### config.mk
export PLATFORM = sky130hd
export DESIGN_NAME = paddle_arbiter
export DESIGN_NICKNAME = d
export VERILOG_FILES = /design/src/rtl/paddle_arbiter.sv
export SDC_FILE = /design/constraint.sdc
export NUM_CORES = 1
export LEC_CHECK = 0
export CAP_MARGIN = 40
export CORE_UTILIZATION = 50
export CTS_BUF_LIST = sky130_fd_sc_hd__clkbuf_8
export DETAILED_ROUTE_END_ITERATION = 6
export DONT_BUFFER_PORTS = 1
export PLACE_DENSITY = 0.63
export REMOVE_ABC_BUFFERS = 1
export SLEW_MARGIN = 20
export SYNTH_ARGS = -nofsm -noshare
export SYNTH_HDL_FRONTEND = slang
export SYNTH_SLANG_ARGS = --single-unit
### constraint.sdc
create_clock -name board_clk -period 4.93 [get_ports board_clk]
set_clock_uncertainty 0.2 [all_clocks]
set_input_delay 0.493 -clock board_clk [delete_from_list [all_inputs] [get_ports board_clk]]
set_output_delay 0.493 -clock board_clk [all_outputs]
set_load 0.01 [all_outputs]
### src/rtl/paddle_arbiter.sv
// Paddle position owner: one shared add/clamp datapath serves both players round-robin per movement tick.
// Optional PADDLE_ACCEL_EN macro: per-player hold counters double the step after sustained same-direction motion.
module paddle_arbiter #(
    parameter int TICK_PERIOD = 524288,
    parameter int STEP        = 5,
    parameter int POS_MIN     = 40,
    parameter int POS_MAX     = 440,
    parameter int POS_INIT    = 240
) (
    input  logic       board_clk,
    input  logic       reset,
    input  logic       recenter,
    input  logic       p1_up,
    input  logic       p1_dn,
    input  logic       p2_up,
    input  logic       p2_dn,
    output logic [9:0] p1_pos,
    output logic [9:0] p2_pos,
    output logic [1:0] grant,
    output logic       tick,
    output logic       busy
);

    localparam int CW = (TICK_PERIOD > 1) ? $clog2(TICK_PERIOD) : 1;
    localparam logic [CW-1:0] TICK_LAST = CW'(TICK_PERIOD - 1);
    localparam logic [10:0]   MIN11     = 11'(POS_MIN);
    localparam logic [10:0]   MAX11     = 11'(POS_MAX);
    localparam logic [9:0]    INIT10    = 10'(POS_INIT);

    typedef enum logic [1:0] {IDLE, LATCH, SERVE_A, SERVE_B} state_t;

    state_t        state, state_nxt;
    logic [CW-1:0] presc;
    logic [3:0]    sync1, sync2;
    logic [1:0]    req, dir;
    logic [1:0]    snap_req, snap_dir;
    logic          rr_ptr;
    logic          first, sel, wr_en;
    logic [9:0]    cur_pos, nxt_pos;
    logic [10:0]   cur11, step11, res11;

    // Bit order {p2_dn, p2_up, p1_dn, p1_up}
    always_ff @(posedge board_clk or posedge reset) begin
        if (reset) begin
            sync1 <= '0;
            sync2 <= '0;
        end else begin
            sync1 <= {p2_dn, p2_up, p1_dn, p1_up};
            sync2 <= sync1;
        end
    end

    assign req  = {sync2[2] ^ sync2[3], sync2[0] ^ sync2[1]};
    assign dir  = {sync2[2], sync2[0]};
    assign tick = (presc == TICK_LAST);
    assign busy = (state != IDLE);

    always_ff @(posedge board_clk or posedge reset) begin
        if (reset)
            presc <= '0;
        else if (recenter || tick)
            presc <= '0;
        else
            presc <= presc + CW'(1);
    end

    assign first = snap_req[rr_ptr] ? rr_ptr : ~rr_ptr;

    always_comb begin
        state_nxt = state;
        sel       = 1'b0;
        wr_en     = 1'b0;
        case (state)
            IDLE:    if (tick) state_nxt = LATCH;
            LATCH:   state_nxt = SERVE_A;
            SERVE_A: begin
                sel       = first;
                wr_en     = snap_req[first];
                state_nxt = SERVE_B;
            end
            SERVE_B: begin
                sel       = ~first;
                wr_en     = snap_req[~first];
                state_nxt = IDLE;
            end
            default: state_nxt = IDLE;
        endcase
        if (recenter) begin
            state_nxt = IDLE;
            wr_en     = 1'b0;
        end
    end

    assign grant = wr_en ? (sel ? 2'b10 : 2'b01) : 2'b00;

    always_ff @(posedge board_clk or posedge reset) begin
        if (reset)
            state <= IDLE;
        else
            state <= state_nxt;
    end

    // Snapshot freezes the tick's requests; later input changes wait for the next tick
    always_ff @(posedge board_clk or posedge reset) begin
        if (reset) begin
            snap_req <= '0;
            snap_dir <= '0;
        end else if (recenter) begin
            snap_req <= '0;
            snap_dir <= '0;
        end else if (state == LATCH) begin
            snap_req <= req;
            snap_dir <= dir;
        end
    end

    always_ff @(posedge board_clk or posedge reset) begin
        if (reset)
            rr_ptr <= 1'b0;
        else if (!recenter && state == SERVE_B && (&snap_req))
            rr_ptr <= ~rr_ptr;
    end

`ifdef PADDLE_ACCEL_EN
    logic [2:0] hold [2];
    logic [1:0] last_vld, last_dir;

    assign step11 = (hold[sel] == 3'd7) ? 11'(2 * STEP) : 11'(STEP);

    // Counters advance after both slots so each slot's step uses the pre-tick count
    always_ff @(posedge board_clk or posedge reset) begin
        if (reset) begin
            hold[0]  <= '0;
            hold[1]  <= '0;
            last_vld <= '0;
            last_dir <= '0;
        end else if (recenter) begin
            hold[0]  <= '0;
            hold[1]  <= '0;
            last_vld <= '0;
        end else if (state == SERVE_B) begin
            for (int i = 0; i < 2; i++) begin
                if (snap_req[i] && last_vld[i] && last_dir[i] == snap_dir[i])
                    hold[i] <= (hold[i] == 3'd7) ? 3'd7 : hold[i] + 3'd1;
                else
                    hold[i] <= '0;
                last_vld[i] <= snap_req[i];
                last_dir[i] <= snap_dir[i];
            end
        end
    end
`else
    assign step11 = 11'(STEP);
`endif

    assign cur_pos = sel ? p2_pos : p1_pos;
    assign cur11   = {1'b0, cur_pos};

    always_comb begin
        res11 = cur11;
        if (snap_dir[sel])
            res11 = (cur11 >= MIN11 + step11) ? cur11 - step11 : MIN11;
        else
            res11 = (cur11 + step11 <= MAX11) ? cur11 + step11 : MAX11;
    end

    assign nxt_pos = res11[9:0];

    always_ff @(posedge board_clk or posedge reset) begin
        if (reset) begin
            p1_pos <= INIT10;
            p2_pos <= INIT10;
        end else if (recenter) begin
            p1_pos <= INIT10;
            p2_pos <= INIT10;
        end else if (wr_en) begin
            if (sel)
                p2_pos <= nxt_pos;
            else
                p1_pos <= nxt_pos;
        end
    end

endmodule

-- After elaboration in Yosys (flattened, before gate mapping)
Cells that the tools add are included.
- $add $sub $neg: 3
- magnitude comparators: 6
- equal/unequal tests: 6
- multiplexer cells: 32
- bitwise logic cells: 4
- reduce and logical (&&, ||, !) cells: 12
- operators with widths (kind ; count):
    $mux 10 ; 10
    $add 19x1->19 const B ; 1
    $eq 19x19->1 const B ; 1
    $mux 19 ; 1
    $mux 2 ; 8
    $add 10x3->11 const B ; 1
    $le 11x9->1 const B ; 1
    $ge 10x6->1 const B ; 1
    $mux 1 ; 10
    $sub 10x3->10 const B ; 1
    $lt 1x2->1 const B ; 4
    $pmux 2 s4 ; 1
    $reduce_bool 2->1 ; 4
    $reduce_and 2->1 ; 3
    $eq 2x2->1 const B ; 2
    $pmux 1 s2 ; 2
    $ne 3x3->1 const B ; 1
    $eq 2x1->1 const B ; 1
    $logic_and 1x1->1 ; 2
    $logic_not 2->1 ; 1
    $ne 2x2->1 const B ; 1
    $not 1->1 ; 2
    $xor 1x1->1 ; 2
    $logic_not 1->1 ; 1
    $logic_or 1x1->1 ; 1
- bits in registers: 54
- bits of input ports: 7
- output and inout bits: 24
- word-level logic and storage cells: 72

-- Logic depth before layout (Yosys ltp)
- depth after elaboration: 13
- gate-level depth with buffers: 19
- depth with buffers taken out: 16

-- Least setup slack after synthesis
OpenSTA, ideal clock, no wires.
- path kind: register -> register
- start point: register state[0]
- end point: register p2_pos[3]
- setup time: 0.119 ns
- data arrival time: 3.757 ns
- data required time: 4.611 ns
- setup slack: 0.854 ns
- stages on the path, launching flop included: 18
- buffers on the path: 3
- clock period less this slack: 4.076 ns
- cell sequence: dfrtp_1 -> inv_1 -> ha_1 -> and3_1 -> buf_4 -> nor2_2 -> buf_1 -> mux2i_1 -> inv_1 -> ha_1 -> buf_2 -> o21ai_0 -> nand2_1 -> mux2i_1 -> mux2i_1 -> o32a_4 -> o32a_1 -> o21a_1
- cells in the longest elaborated chain, start to end: 10
- elaborated cells between the ends (all ways): 21
- classes of those cells: add/sub (2); order compare (2); eq/ne (2); mux (12); reduce/logical (3)
- ends and longest elaborated chain (item ; RTL line ; RTL):
    start: declaration ; 32 ; state_t state, state_nxt;
    start signal: assignment ; 100 ; state <= state_nxt;
    $eq 2x2->1 ; 73 ; case (state)
    $pmux 1 s2 ; 73 ;
    $mux 10 ; 156 ; assign cur_pos = sel ? p2_pos : p1_pos;
    $add 10x3->11 ; 164 ; res11 = (cur11 + step11 <= MAX11) ? cur11 + step11 : MAX11;
    $le 11x9->1 ; 164 ;
    $mux 10 ; 164 ;
    $mux 10 ; 161 ; if (snap_dir[sel])
    $mux 10 ; 177 ; if (sel)
    $mux 10 ; 176 ; end else if (wr_en) begin
    $mux 10 ; 173 ; end else if (recenter) begin
    end signal: assignment ; 178 ; p2_pos <= nxt_pos;
    end: declaration ; 18 ; output logic [9:0] p2_pos,
Several ways; a longest one is shown, not always the timed one. The select of a mux whose other input is x is not followed.
A chain may end at the register's enable or synchronous reset.

-- Worst setup path in the final report
Ends and elaborated chain as after synthesis.

==> summary.txt <==
Outcome
  • Status: completed

CTS
  • Cts hold-fix bufs: 4
  • Clock Pin Slew Worst Setup and Hold Paths: 0.10 ns
  • CTS H-tree lvls: 2
  • Root buf cell: clkbuf_8
  • CTS tree: done
  • Total clock sinks: 54
  • Clk_lat worst skew: 0.31 ns
  • Total CTS buffers: 5
  • Longest Clk Path Bufs: 2
  • Cells resized by post-CTS repair: 0
  • Setup bufs post-CTS: 0

Worst setup path
  • Worst reg2reg path depth: 14
  • CP max-delay cell: o32a_4
  • R2R Setup Slk: ~0.79 ns
  • Crit-path max cell delay: 0.46 ns
  • Worst path cell trace: inv_1 > ha_1 > and3_1 > nor2_2 > mux2i_1 > inv_1 > ha_1 > o21ai_0 > nand2_1 > mux2i_1 > mux2i_1 > o32a_4 > o32a_1 > o21a_1
  • Critical Path Sink Type: flip-flop
  • Crit Path Category: reg -> reg
  • RR Endpoint: p2_pos[3]
  • Worst setup endpoint: p2_pos[3]
  • CP Launch Type: flip-flop
  • Crit-path max FO: 10
  • CP top delay family: compound AO/OA/AOI/OAI gates
  • CP Depth: 14
  • Arr. time, crit path: 4.15 ns
  • Worst Path Buf+Inv: 2
  • Most frequent CP cell: mux2i_1
  • Critical path origin: state[0]
  • WP data required: 4.94 ns
  • Reg2reg start: state[0]

Finish
  • Area Growth Syn to Fin: 5.92%
  • Non-filler cells in the finished layout: 506
  • Multi-input logic area: 2150 um2
  • Antenna Cells: 0
  • Sequential Area: 1360 um2
  • FILL cells: 648
  • Nets: between 400 and 500
  • Proportion of layout cells with a drive suffix above 1: 0.0927
  • Final core utilization: 0.561

Drt
  • Initial DRT Pass Iterations: 5
  • Detail Route Antenna Nets: 0
  • Avg Vias per Cell: 6.20
  • Residual DRC: 0
  • WL per Instance: 18.4 um
  • Post-Route WL: 9330 um
  • DR vias: 3138
  • Initial DRC count: approximately 300

Synth
  • Largest family of logic cells by synthesized area: simple AND/OR/NAND/NOR gates
  • Compound-cell area share of the yosys netlist: 0.175
  • Top cells by count, synth: 50 x nor2_1, 46 x dfrtp_1, 34 x nand2_1, 21 x xnor2_1
  • Adder-cell share of the synthesized area: 0.0340
  • Number of synthesized register bits: 54
  • Top_reg_cell synth: dfrtp_1
  • Synth Area in XOR/XNOR: 0.0834
  • Top cell type's share of synthesized area: 0.313
  • Cells after synthesis: around 420
  • Ys Warns: 0
  • Syn Area/Cell: 8.73 um2
  • Post-synthesis sequential area ratio: 0.370
  • Async SR Flop Fraction: 1.00
  • Simple-gate area share of the yosys netlist: 0.228
  • Synth Cell Area: 3680 um2
  • Count leader, synth: nor2_1
  • Largest cells by area after synthesis: dfrtp_1 31%, dfstp_2 5.7%, nor2_1 5.1%
  • Post-synth top area cell: dfrtp_1
  • Unique masters post-synth: 62
  • Mux share of post-synthesis cell area: 0.0647
  • Post-synth EDFFs: 0

Run
  • Max-Cap Viols: 0

Placement
  • Post-DP HPWL: between 6000 and 7000 um
  • Place WS: 0.852 ns
  • Buffers on Ports: 0
  • Placed insts: 494
  • Placer Congestion: 0.934

GRT
  • Number of global-route vias before repair: 3001
  • All-Layer GR Usage: 0.256
  • Initial antenna violation count: 0
  • GRT overflow: 0
  • Global-route wire length before repair: 15100 um
  • Largest net degree at the start of global routing: 55

Floorplanning
  • Core footprint: 6940 um2
  • Die W: roughly 88 um
  • Die height: 87.7 um
  • Initial Utilization: 0.529
  • Boundary Pins: 31
  • Die area: between 7000 and 8000 um2
  • FP Rows: 30

STA
  • Final hold violations: 0
  • Final period utilization: 0.839
  • Final worst slack: 0.793 ns
  • Slew HR: 0.508
  • Sum Neg Setup Slack: 0 ns
  • Peak Freq: ~240 MHz
  • Minimum clock period: between 4 and 5 ns
  • Worst Tran Pin Value: 0.738 ns
  • Final setup fails: 0
  • RSZ-0062 raised after global routing: no
  • Final Max Slew Viols: 0

Worst hold path
  • Worst Hold Class: in -> reg
  • Worst hold stages: 1

Power
  • Leakage: 1.59 nW
  • Peak supply drop: 180 uV
  • Pwr dens: 249 nW/um2
  • Total Power: 0.970 mW
[worst min-delay path by stage]
stage,startpoint,endpoint,slack [ns]
after floorplan,sync1[0],sync2[0],0.13
after global placement,sync1[0],sync2[0],0.13
after detailed placement,sync1[1],sync2[1],0.14
after CTS,recenter,p2_pos[9],0.02
after global routing,recenter,snap_req[0],0.02
final,recenter,p2_pos[9],0.03
[cells in the final DEF, fill, tap and decap left out, types with 3 or more instances in the layout]
cell type      count
o21bai_1           4
and3_1            10
nand4b_1           4
a211oi_1           8
o41ai_1            4
o21a_1             4
and2_1             3
nand3_1           17
a21oi_1           17
nand3b_1           6
mux2i_1           17
nand2_1           34
dlygate4sd3_1      4
nor3_1            16
dfrtp_1           46
inv_1             12
nor3b_1            3
o22ai_1            3
o21ai_1            4
o211ai_1           5
nand2b_1           3
o21ai_0           16
xnor2_1           21
dfstp_2            8
xor2_1            14
buf_4              4
a31oi_1            6
ha_1              10
clkbuf_8           6
mux2_2             6
nand4_1            5
nor2_1            50
or3_1              3
[layer usage]
layer / vias to the layer above / track usage / share of wire
li1: 1468 / - / -
met1: 1502 / 0.339 / 0.44
met2: 142 / 0.419 / 0.46
met3: 26 / 0.0452 / 0.071
met4: 0 / 0.0939 / 0.025
met5: - / 0 / 0
[through the flow]
| step | instance area, um2 | hold WS [ns] |
|---|---|---|
| after floorplan | 3560 | 0.131 |
| after global placement | 3700 | 0.133 |
| after detailed placement | 3710 | 0.139 |
| after CTS | 3890 | 0.0204 |
| after global routing | 3890 | 0.0155 |
| final | 3890 | 0.0326 |
[layout make-up]
cell class,instances,area share
multi-input cells,327,0.552
flip-flops and latches,54,0.350
well taps,96,0.0308
clock buffers,6,0.0212
repair buffers,8,0.0180
clock inverters,2,0.0154
inverters,13,0.0125
[logic make-up (layout without fill, tap and decap cells)]
logic type / Yosys count / after routing
muxes: 23 / 23
and+or+nand+nor: 167 / 167
adders and majority gates: 10 / 10
AOI/OAI and AO/OA: 92 / 92
xor gates and xnor gates: 35 / 35
buffers and inverters: 40 / 29
DFF: 54 / 54
[report_power, final]
part | switching, mW | internal [mW] | total (mW)
registers | 0.0227 | 0.462 | 0.484
clock network | 0.149 | 0.217 | 0.365
logic | 0.0757 | 0.0448 | 0.121
total | 0.247 | 0.723 | 0.970
[registers in the layout, summed over array words and instances (netlist names)]
register	flops
presc	19
p1_pos	10
p2_pos	10
sync1	4
sync2	4
snap_dir	2
snap_req	2
state	2
rr_ptr	1
[worst register-to-register path: cells and delay by family (launching register included)]
| family | cells | cell delay [ns] |
|---|---|---|
| flip-flops | 1 | 0.43 |
| AO/OA/AOI/OAI | 4 | 1.43 |
| AND/OR/NAND/NOR | 3 | 0.54 |
| adder cells (fa/ha/maj) | 2 | 0.66 |
| multiplexers | 3 | 0.54 |
| buffers and inverters | 2 | 0.25 |
(Power assumes the default switching activity.)
